$ cat src/rtl/vga_pkg.sv
// vga_pkg
// Shared definitions for the VGA raster timing generator:
//   phase_t        - per-axis raster phase (active, front porch, sync, back porch)
//   VGA_*          - default 640x480@60 timing segment lengths
//   VGA_H_TOTAL    - pixels per line including blanking
//   VGA_V_TOTAL    - lines per frame including blanking
package vga_pkg;

    typedef enum logic [1:0] {
        PH_ACT  = 2'd0,
        PH_FP   = 2'd1,
        PH_SYNC = 2'd2,
        PH_BP   = 2'd3
    } phase_t;

    localparam int VGA_H_ACTIVE = 640;
    localparam int VGA_H_FP     = 16;
    localparam int VGA_H_SYNC   = 96;
    localparam int VGA_H_BP     = 48;
    localparam int VGA_V_ACTIVE = 480;
    localparam int VGA_V_FP     = 10;
    localparam int VGA_V_SYNC   = 2;
    localparam int VGA_V_BP     = 33;

    localparam int VGA_H_TOTAL = VGA_H_ACTIVE + VGA_H_FP + VGA_H_SYNC + VGA_H_BP;
    localparam int VGA_V_TOTAL = VGA_V_ACTIVE + VGA_V_FP + VGA_V_SYNC + VGA_V_BP;

endpackage

$ cat src/rtl/vga_if.sv
// vga_if
// Bundle between the raster generator and its consumers (SRAM address
// counter, read/write sequencer, display pins).
//   i_en          - run enable, driven by the consumer side
//   o_h_cnt       - horizontal position
//   o_v_cnt       - vertical position
//   o_hsync       - horizontal sync, active low
//   o_vsync       - vertical sync, active low
//   o_active      - visible-region flag
//   o_addr_inc    - one pulse per visible pixel
//   o_pix_tick    - pixel-rate strobe
//   o_frame_start - pulse at pixel (0,0)
// Modports: master = generator, slave = consumer.
interface vga_if #(
    parameter int CNT_WIDTH = 10
);
    logic                 i_en;
    logic [CNT_WIDTH-1:0] o_h_cnt;
    logic [CNT_WIDTH-1:0] o_v_cnt;
    logic                 o_hsync;
    logic                 o_vsync;
    logic                 o_active;
    logic                 o_addr_inc;
    logic                 o_pix_tick;
    logic                 o_frame_start;

    modport master (
        input  i_en,
        output o_h_cnt, o_v_cnt, o_hsync, o_vsync, o_active,
        output o_addr_inc, o_pix_tick, o_frame_start
    );

    modport slave (
        output i_en,
        input  o_h_cnt, o_v_cnt, o_hsync, o_vsync, o_active,
        input  o_addr_inc, o_pix_tick, o_frame_start
    );
endinterface

$ cat src/rtl/vga_axis_counter.sv
// vga_axis_counter
// One raster axis: position counter plus phase FSM.
//   clk, rst_n - clock, asynchronous active-low reset
//   clr        - synchronous clear to position 0 / ACT
//   step       - advance one position
//   cnt        - current position, 0..TOTAL-1
//   phase      - phase of the current position
//   wrap       - high while a step moves the counter from TOTAL-1 to 0
//
// state   | meaning
// ST_ACT  | position in the visible segment
// ST_FP   | position in the front porch
// ST_SYNC | position in the sync pulse
// ST_BP   | position in the back porch
module vga_axis_counter
    import vga_pkg::*;
#(
    parameter int ACTIVE = 640,
    parameter int FP     = 16,
    parameter int SYNC   = 96,
    parameter int BP     = 48,
    parameter int WIDTH  = 10
) (
    input  logic             clk,
    input  logic             rst_n,
    input  logic             clr,
    input  logic             step,
    output logic [WIDTH-1:0] cnt,
    output phase_t           phase,
    output logic             wrap
);

    localparam int TOTAL = ACTIVE + FP + SYNC + BP;

    // Last position of each segment: a step from here lands on the next boundary.
    localparam logic [WIDTH-1:0] END_ACT  = WIDTH'(ACTIVE - 1);
    localparam logic [WIDTH-1:0] END_FP   = WIDTH'(ACTIVE + FP - 1);
    localparam logic [WIDTH-1:0] END_SYNC = WIDTH'(ACTIVE + FP + SYNC - 1);
    localparam logic [WIDTH-1:0] LAST     = WIDTH'(TOTAL - 1);

    localparam logic [1:0] ST_ACT  = 2'd0;
    localparam logic [1:0] ST_FP   = 2'd1;
    localparam logic [1:0] ST_SYNC = 2'd2;
    localparam logic [1:0] ST_BP   = 2'd3;

    logic [1:0] state;
    logic [1:0] state_nxt;

    assign wrap  = step && (cnt == LAST);
    assign phase = phase_t'(state);

    always_comb begin
        state_nxt = state;
        case (state)
            ST_ACT:  if (cnt == END_ACT)  state_nxt = ST_FP;
            ST_FP:   if (cnt == END_FP)   state_nxt = ST_SYNC;
            ST_SYNC: if (cnt == END_SYNC) state_nxt = ST_BP;
            default: if (cnt == LAST)     state_nxt = ST_ACT;
        endcase
    end

    always_ff @(posedge clk or negedge rst_n) begin
        if (!rst_n) begin
            cnt   <= '0;
            state <= ST_ACT;
        end else if (clr) begin
            cnt   <= '0;
            state <= ST_ACT;
        end else if (step) begin
            cnt   <= wrap ? '0 : cnt + WIDTH'(1);
            state <= state_nxt;
        end
    end

endmodule

$ cat src/rtl/vga_sync_gen.sv
// vga_sync_gen
// VGA raster timing generator (640x480@60 by default). Drives sync,
// visible-region flag, one address-increment pulse per visible pixel and a
// frame-start pulse at pixel (0,0).
//   i_clk - system clock
//   i_rst - asynchronous reset, active low
//   bus   - vga_if master: i_en in, raster coordinates and strobes out
// Build option: VGA_PIX_DIV_EN defined -> pixel tick every second enabled
// clock (i_clk/2); undefined -> pixel tick on every enabled clock.
// Counters are registers; every other output is a registered decode of the
// counter/phase state and therefore lags the coordinates by one clock.
module vga_sync_gen
    import vga_pkg::*;
#(
    parameter int H_ACTIVE  = VGA_H_ACTIVE,
    parameter int H_FP      = VGA_H_FP,
    parameter int H_SYNC    = VGA_H_SYNC,
    parameter int H_BP      = VGA_H_BP,
    parameter int V_ACTIVE  = VGA_V_ACTIVE,
    parameter int V_FP      = VGA_V_FP,
    parameter int V_SYNC    = VGA_V_SYNC,
    parameter int V_BP      = VGA_V_BP,
    parameter int CNT_WIDTH = 10
) (
    input  logic  i_clk,
    input  logic  i_rst,
    vga_if.master bus
);

    logic                 tick;
    logic                 clr;
    logic [CNT_WIDTH-1:0] h_cnt;
    logic [CNT_WIDTH-1:0] v_cnt;
    phase_t               h_phase;
    phase_t               v_phase;
    logic                 h_wrap;
    logic                 v_wrap;
    logic                 vis;
    logic                 at_origin;

    logic hsync_q;
    logic vsync_q;
    logic active_q;
    logic addr_inc_q;
    logic pix_tick_q;
    logic frame_start_q;

    assign clr = !bus.i_en;

`ifdef VGA_PIX_DIV_EN
    logic div;

    always_ff @(posedge i_clk or negedge i_rst) begin
        if (!i_rst) begin
            div <= 1'b0;
        end else if (clr) begin
            div <= 1'b0;
        end else begin
            div <= ~div;
        end
    end

    assign tick = bus.i_en && div;
`else
    assign tick = bus.i_en;
`endif

    vga_axis_counter #(
        .ACTIVE (H_ACTIVE),
        .FP     (H_FP),
        .SYNC   (H_SYNC),
        .BP     (H_BP),
        .WIDTH  (CNT_WIDTH)
    ) u_h_axis (
        .clk    (i_clk),
        .rst_n  (i_rst),
        .clr    (clr),
        .step   (tick),
        .cnt    (h_cnt),
        .phase  (h_phase),
        .wrap   (h_wrap)
    );

    vga_axis_counter #(
        .ACTIVE (V_ACTIVE),
        .FP     (V_FP),
        .SYNC   (V_SYNC),
        .BP     (V_BP),
        .WIDTH  (CNT_WIDTH)
    ) u_v_axis (
        .clk    (i_clk),
        .rst_n  (i_rst),
        .clr    (clr),
        .step   (h_wrap),
        .cnt    (v_cnt),
        .phase  (v_phase),
        .wrap   (v_wrap)
    );

    assign vis = (h_phase == PH_ACT) && (v_phase == PH_ACT);

    // Flags that the current position is (0,0); avoids full-width compares of
    // both counters. Set whenever the raster is held or is about to wrap.
    always_ff @(posedge i_clk or negedge i_rst) begin
        if (!i_rst) begin
            at_origin <= 1'b1;
        end else if (clr || v_wrap) begin
            at_origin <= 1'b1;
        end else if (tick) begin
            at_origin <= 1'b0;
        end
    end

    always_ff @(posedge i_clk or negedge i_rst) begin
        if (!i_rst) begin
            hsync_q       <= 1'b1;
            vsync_q       <= 1'b1;
            active_q      <= 1'b0;
            addr_inc_q    <= 1'b0;
            pix_tick_q    <= 1'b0;
            frame_start_q <= 1'b0;
        end else begin
            hsync_q       <= (h_phase != PH_SYNC);
            vsync_q       <= (v_phase != PH_SYNC);
            active_q      <= vis;
            addr_inc_q    <= tick && vis;
            pix_tick_q    <= tick;
            frame_start_q <= tick && at_origin;
        end
    end

    assign bus.o_h_cnt       = h_cnt;
    assign bus.o_v_cnt       = v_cnt;
    assign bus.o_hsync       = hsync_q;
    assign bus.o_vsync       = vsync_q;
    assign bus.o_active      = active_q;
    assign bus.o_addr_inc    = addr_inc_q;
    assign bus.o_pix_tick    = pix_tick_q;
    assign bus.o_frame_start = frame_start_q;

endmodule

$ cat src/flat_wrapper.sv
// flat-port wrapper written by rule: the top's interface ports become plain ports
module vga_sync_gen_flat import vga_pkg::*;
#(
    parameter int H_ACTIVE  = VGA_H_ACTIVE,
    parameter int H_FP      = VGA_H_FP,
    parameter int H_SYNC    = VGA_H_SYNC,
    parameter int H_BP      = VGA_H_BP,
    parameter int V_ACTIVE  = VGA_V_ACTIVE,
    parameter int V_FP      = VGA_V_FP,
    parameter int V_SYNC    = VGA_V_SYNC,
    parameter int V_BP      = VGA_V_BP,
    parameter int CNT_WIDTH = 10
)
  (i_clk, i_rst, bus_i_en, bus_o_h_cnt, bus_o_v_cnt, bus_o_hsync, bus_o_vsync, bus_o_active, bus_o_addr_inc, bus_o_pix_tick, bus_o_frame_start);
  vga_if #(.CNT_WIDTH(CNT_WIDTH)) bus_i ();
  input  logic i_clk;
  input  logic i_rst;
  input wire logic [$bits(bus_i.i_en)-1:0] bus_i_en;
  output wire logic [$bits(bus_i.o_h_cnt)-1:0] bus_o_h_cnt;
  output wire logic [$bits(bus_i.o_v_cnt)-1:0] bus_o_v_cnt;
  output wire logic [$bits(bus_i.o_hsync)-1:0] bus_o_hsync;
  output wire logic [$bits(bus_i.o_vsync)-1:0] bus_o_vsync;
  output wire logic [$bits(bus_i.o_active)-1:0] bus_o_active;
  output wire logic [$bits(bus_i.o_addr_inc)-1:0] bus_o_addr_inc;
  output wire logic [$bits(bus_i.o_pix_tick)-1:0] bus_o_pix_tick;
  output wire logic [$bits(bus_i.o_frame_start)-1:0] bus_o_frame_start;
  assign bus_i.i_en = bus_i_en;
  assign bus_o_h_cnt = bus_i.o_h_cnt;
  assign bus_o_v_cnt = bus_i.o_v_cnt;
  assign bus_o_hsync = bus_i.o_hsync;
  assign bus_o_vsync = bus_i.o_vsync;
  assign bus_o_active = bus_i.o_active;
  assign bus_o_addr_inc = bus_i.o_addr_inc;
  assign bus_o_pix_tick = bus_i.o_pix_tick;
  assign bus_o_frame_start = bus_i.o_frame_start;
  vga_sync_gen #(.H_ACTIVE(H_ACTIVE), .H_FP(H_FP), .H_SYNC(H_SYNC), .H_BP(H_BP), .V_ACTIVE(V_ACTIVE), .V_FP(V_FP), .V_SYNC(V_SYNC), .V_BP(V_BP), .CNT_WIDTH(CNT_WIDTH)) u_core (.i_clk(i_clk), .i_rst(i_rst), .bus(bus_i));
endmodule
$ cat config.mk
export PLATFORM = sky130hd
export DESIGN_NAME = vga_sync_gen_flat
export DESIGN_NICKNAME = d
export VERILOG_FILES = /design/src/rtl/vga_pkg.sv /design/src/rtl/vga_if.sv /design/src/rtl/vga_axis_counter.sv /design/src/rtl/vga_sync_gen.sv /design/src/flat_wrapper.sv
export SDC_FILE = /design/constraint.sdc
export NUM_CORES = 1
export LEC_CHECK = 0
export CORE_MARGIN = 2
export CORE_UTILIZATION = 24
export DETAILED_ROUTE_END_ITERATION = 10
export REMOVE_ABC_BUFFERS = 1
export SETUP_SLACK_MARGIN = 0.15
export SLEW_MARGIN = 10
export SYNTH_ARGS = -nofsm -noshare
export SYNTH_HDL_FRONTEND = slang
export SYNTH_HIERARCHICAL = 1
export SYNTH_SLANG_ARGS = --single-unit
$ cat constraint.sdc
create_clock -name i_clk -period 2.7 [get_ports i_clk]
set_input_delay 0.27 -clock i_clk [delete_from_list [all_inputs] [get_ports i_clk]]
set_output_delay 0.27 -clock i_clk [all_outputs]
set_load 0.02 [all_outputs]
# ---- Yosys cells after proc, flatten, opt, wreduce, memory -nomap -nowiden
# Index checks and enable logic that the tools add are counted.
# Widths: inputs -> output; s select.
dict set report word_totals {
  register_bits 31
  output_inout_bits 26
  word_cells 68
}
dict set report op_classes {
  addsub 2
  n_eq_ne 23
  mux 20
  reduce_logical 12
}
# cell count
set ops {}
lappend ops {{$eq 10x10->1 const B} 5}
lappend ops {{$mux 10} 5}
lappend ops {{$eq 10x9->1 const B} 3}
lappend ops {{$mux 2} 11}
lappend ops {{$add 10x1->10 const B} 2}
lappend ops {{$ne 3x3->1 const B} 6}
lappend ops {{$pmux 2 s3} 2}
lappend ops {{$ne 5x1->1 const B} 2}
lappend ops {{$logic_and 1x1->1} 5}
lappend ops {{$reduce_and 5->1} 1}
lappend ops {{$eq 2x1->1 const B} 2}
lappend ops {{$eq 2x2->1 const B} 2}
lappend ops {{$logic_not 2->1} 2}
lappend ops {{$ne 2x2->1 const B} 2}
lappend ops {{$reduce_and 4->1} 1}
lappend ops {{$mux 1} 2}
lappend ops {{$ne 2x1->1 const B} 1}
lappend ops {{$reduce_bool 2->1} 1}
lappend ops {{$logic_not 1->1} 1}
lappend ops {{$logic_or 1x1->1} 1}

# ---- Depth between registers and ports, before layout
dict set report depth {
  ltp_word 6
  mapped_depth 8
  mapped_depth_nobuf 8
}

# ---- Modules after synthesis
# The synthesis kept the hierarchy.
# mod n_inst cells_each area_per_inst_um2 seq_area_each_um2
set by_module_without_submodules {}
lappend by_module_without_submodules {{vga_axis_counter (u_core.u_h_axis)} 1 88 825.8 300.3}
lappend by_module_without_submodules {{vga_axis_counter (u_core.u_v_axis)} 1 85 820.8 300.3}
lappend by_module_without_submodules {vga_sync_gen 1 14 226.5 178.9}

# ---- Worst setup path after synthesis
# No wires, ideal clock.
dict set report synth_path {
  path_type {register -> register}
  start {register u_core.u_h_axis.cnt[0]}
  end {register u_core.u_v_axis.state[0], in the netlist u_core/u_v_axis/phase[0]}
  setup_time_ns 0.125
  t_arrival_ns 2.322
  slack_ns 0.253
  path_stages_with_launch 9
  path_buffers 0
  path_cell_list {dfrtp_1 > ha_1 > and4_4 > nand4_1 > nor2_1 > nand4b_1 > o31ai_1 > and4b_4 > mux2_4}
}
dict set report synth_between {
  elab_chain_len 4
}
# item line_no
set synth_lines {}
lappend synth_lines {{start: declaration} vga_axis_counter.sv:28} ;# output logic [WIDTH-1:0] cnt,
lappend synth_lines {{start signal: assignment} vga_axis_counter.sv:70} ;# cnt <= wrap ? '0 : cnt + WIDTH'(1);
lappend synth_lines {{$eq 10x10->1} vga_axis_counter.sv:49} ;# assign wrap = step && (cnt == LAST);
lappend synth_lines {{$logic_and 1x1->1} vga_axis_counter.sv:49}
lappend synth_lines {{via u_core.h_wrap} vga_sync_gen.sv:36} ;# logic h_wrap;
lappend synth_lines {{$ne 2x1->1 (no line)} n/a}
lappend synth_lines {{$reduce_and 5->1 (no line)} n/a}
lappend synth_lines {{end signal: assignment} vga_axis_counter.sv:71} ;# state <= state_nxt;
lappend synth_lines {{end: declaration} vga_axis_counter.sv:46} ;# logic [1:0] state;
# The timed path passes the listed nets, and every way through them passes these cells.
# A chain may end at the register's enable or synchronous reset.

# ---- Worst setup path after layout
# Ends and elaborated chain as after synthesis.

==> flow_summary_export.csv <==
group,metric,value,unit
floorplanning,die_y,92.3,um
floorplanning,ios,29,
route,drtPass1Iterations,4,
critical_path,critical_path_required,2.86,ns
global_routing,grt_pass1_wl,6770,um
finish,layout.nets,232,
critical_path,r2r_end,"u_core/u_v_axis/phase[0]",
synth,yosys.area.top_type_share,37.4,%
critical_path,startpoint_type,"flip-flop",
timing,rsz0062_at_grt,"no",
timing,max_slew.worst_pin.slew,0.401,ns
clocking,clkTransAtPathRegs,0.06,ns
critical_path,rrSetupSlack,0.39,ns
timing,skew,0.00250,ns
synth,synthesis.area,1870,um2
hold_path,hp-class,"in2async",
synth,synth_area_leaders,"dfrtp_1 (37%), ha_1 (6.7%), nor2_1 (4.6%), dfstp_2 (4.2%), nand2_1 (3.0%)",
timing,setup_viol_count_final,0,
power,cellInternalPower,0.000696,W
timing,worst_slack,0.391,ns
critical_path,worstSetupEndpointType,"flip-flop",
clocking,numCtsBuffers,5,
synth,ys.warnings.count,6,
power,p_comb_share,6.1,%
floorplanning,start_util,24.5,%
route,via_count,1424,
run,cap_violations,0,
power,seqPwrFrac,52.7,%
floorplanning,rows,32,
route,wire_per_inst,12.1,um
route,drcViolationCount,0,
power,ir_worst_vdd,155,uV
critical_path,reg2regPathDepth,8,
global_routing,grt_usage,10.0,%
clocking,root_buffer,"clkbuf_8",
clocking,clock_latency,0.28,ns
finish,layout-drive-gt1-share,15.5,%
finish,areaGrowthSynthToFinish,25.7,%
route,drtIter0Drc,118,
power,p_per_area,382,nW/um2
clocking,post_cts_resized,0,
critical_path,r2r_start,"u_core/u_h_axis/cnt[0]",
synth,synth_edf_count,0,
synth,synthArstFlopShare,100,%
critical_path,critPathKind,"reg2reg",
critical_path,worstPathMaxFanout,5,
global_routing,grt_overflow,0,
timing,period_share,85.5,%
power,power_switching,0.000203,W
synth,synth_seq_area_share,41.6,%
power,cellLeakagePower,0.907,nW
placement,post-dp-hpwl,2810,um
finish,n_fill_cell,791,
timing,relSlewSlack,73.3,%
finish,antennaDiodeCount,0,
run_status,outcome,"finished clean",
clocking,cts_tree,"done",
power,swShare,22.6,%
clocking,cts_htree_levels,2,
critical_path,crit_arrival,2.47,ns
synth,yosysTopAreaCell,"dfrtp_1",
power,p_clk_share,41.2,%
global_routing,grt_pass1_vias,1392,
route,viasPerCell,4.42,
placement,port_buffers,28,
timing,hold_viol,0,
synth,syn-instance-count,187,
route,antenna_left,0,
floorplanning,die-area,8530,um2
synth,ys.flop_type,"dfrtp_1",
timing,drv_slew,0,
timing,fmax,433,MHz
global_routing,grt_max_degree,32,
placement,place_ws,0.396,ns
route,drt-total-wl,3900,um
synth,ys_ff_latch,31,
timing,period_needed,2.31,ns
placement,gp_congestion,0.805,
global_routing,antenna_found_initial,0,
floorplanning,dieWidth,92.3,um
synth,synth_area_per_cell,10.0,um2
floorplanning,core_area,7650,um2
clocking,cts_sinks,31,
clocking,cts_setup_buffers,0,
synth,synth.distinct_cells,49,
timing,fin_setup_tns,0,ns
finish,final_cell_mix,"clkdlybuf4s50_1 (28), dfrtp_1 (28), nor2_1 (23)",
clocking,cts.path.max_buffers,2,
clocking,ctsHoldBuffers,0,
[cell type report]
type	instances	area, um2	share of cell area, %
multi-input cells	137	1000	42.5
repair buffers	32	310	13.2
flip-flops and latches	31	779	33.1
clock buffers	7	86.3	3.67
inverters	12	45.0	1.91
clock inverters	1	5.00	0.213
well taps	102	128	5.42
[layer usage]
layer | GRT usage (%) | wire length (um) | vias up
li1 | - | - | 718
met1 | 13.7 | 1920 | 677
met2 | 15.1 | 1800 | 27
met3 | 2.36 | 133 | 2
met4 | 4.48 | 41 | 0
met5 | 0 | 0 | -
[worst max-delay path: stages, from the launching register on]
cell and delay, ns:
dfrtp_1 0.41, ha_1 0.23, and4_4 0.27, nand4_1 0.20, nor2_1 0.19, nand4b_1 0.11, o31ai_1 0.21, and4b_4 0.29
mux2_4 0.30
[kinds of logic (layout without fill, tap and decap cells)]
kind of cell / count (synthesis) / in the layout / share of synthesized area (%)
DFF: 31 / 31 / 41.6
muxes: 7 / 7 / 4.48
buffers and inverters: 19 / 52 / 5.01
and+or+nand+nor: 84 / 84 / 26.2
adders and majority gates: 10 / 10 / 6.68
AOI/OAI and AO/OA: 26 / 26 / 11.4
xor gates and xnor gates: 10 / 10 / 4.68
[per-stage QoR]
| step | utilization (%) | std cells | hold WS (ns) | power (W) | area (um2) |
|---|---|---|---|---|---|
| floorplan | - | 180 | -0.0256 | 0.000504 | 1820 |
| detailed placement | 29.6 | 314 | 0.492 | 0.000539 | 2260 |
| finish | 30.8 | 322 | 0.388 | 0.000899 | 2350 |
| CTS | 30.8 | 322 | 0.402 | 0.000915 | 2350 |
| global route | 30.8 | 322 | 0.416 | 0.000947 | 2350 |
| global placement | 29.6 | 314 | 0.492 | 0.000539 | 2260 |
[power by group through the flow]
stage,Combinational (W),Sequential [W],Clock [W]
2_1_floorplan,0.0000165,0.000488,0
3_3_place_gp,0.0000565,0.000482,0
3_5_place_dp,0.0000563,0.000482,0
4_1_cts,0.0000562,0.000474,0.000385
5_1_grt,0.0000608,0.000474,0.000412
6_report,0.0000546,0.000474,0.000371
[registers in the layout, indices dropped and copies added (netlist names)]
signal,flops
u_core/at_origin,1
u_core/bus.o_active,1
u_core/bus.o_addr_inc,1
u_core/bus.o_frame_start,1
u_core/bus.o_hsync,1
u_core/bus.o_pix_tick,1
u_core/bus.o_vsync,1
u_core/u_h_axis/cnt,10
u_core/u_h_axis/phase,2
u_core/u_v_axis/cnt,10
u_core/u_v_axis/phase,2
[cell usage after synthesis (all sizes together) (3+ instances only)]
master,number
dfstp,3
dfrtp,28
nor2,23
buf,5
a21oi,4
inv,12
xnor2,5
xor2,5
o21ai,6
o31ai,4
and4,3
nand2,15
mux2,5
ha,10
nor4,3
nand4,5
nand2b,9
nand3,6
[how the worst max path moves through the flow]
stage,to,start,cells after the start,slack [ns]
final,u_core/u_v_axis/phase[0],u_core/u_h_axis/cnt[0],8,0.39
after global routing,u_core/u_v_axis/cnt[7],u_core/u_h_axis/cnt[1],9,0.18
after global placement,u_core/u_v_axis/phase[0],u_core/u_h_axis/cnt[0],8,0.45
after detailed placement,u_core/u_v_axis/phase[0],u_core/u_h_axis/cnt[0],8,0.40
after floorplan,u_core/u_v_axis/phase[0],u_core/u_h_axis/cnt[0],8,0.25
after CTS,u_core/u_v_axis/phase[0],u_core/u_h_axis/cnt[1],8,0.39
Note: power is estimated with default switching activity, not from simulation.
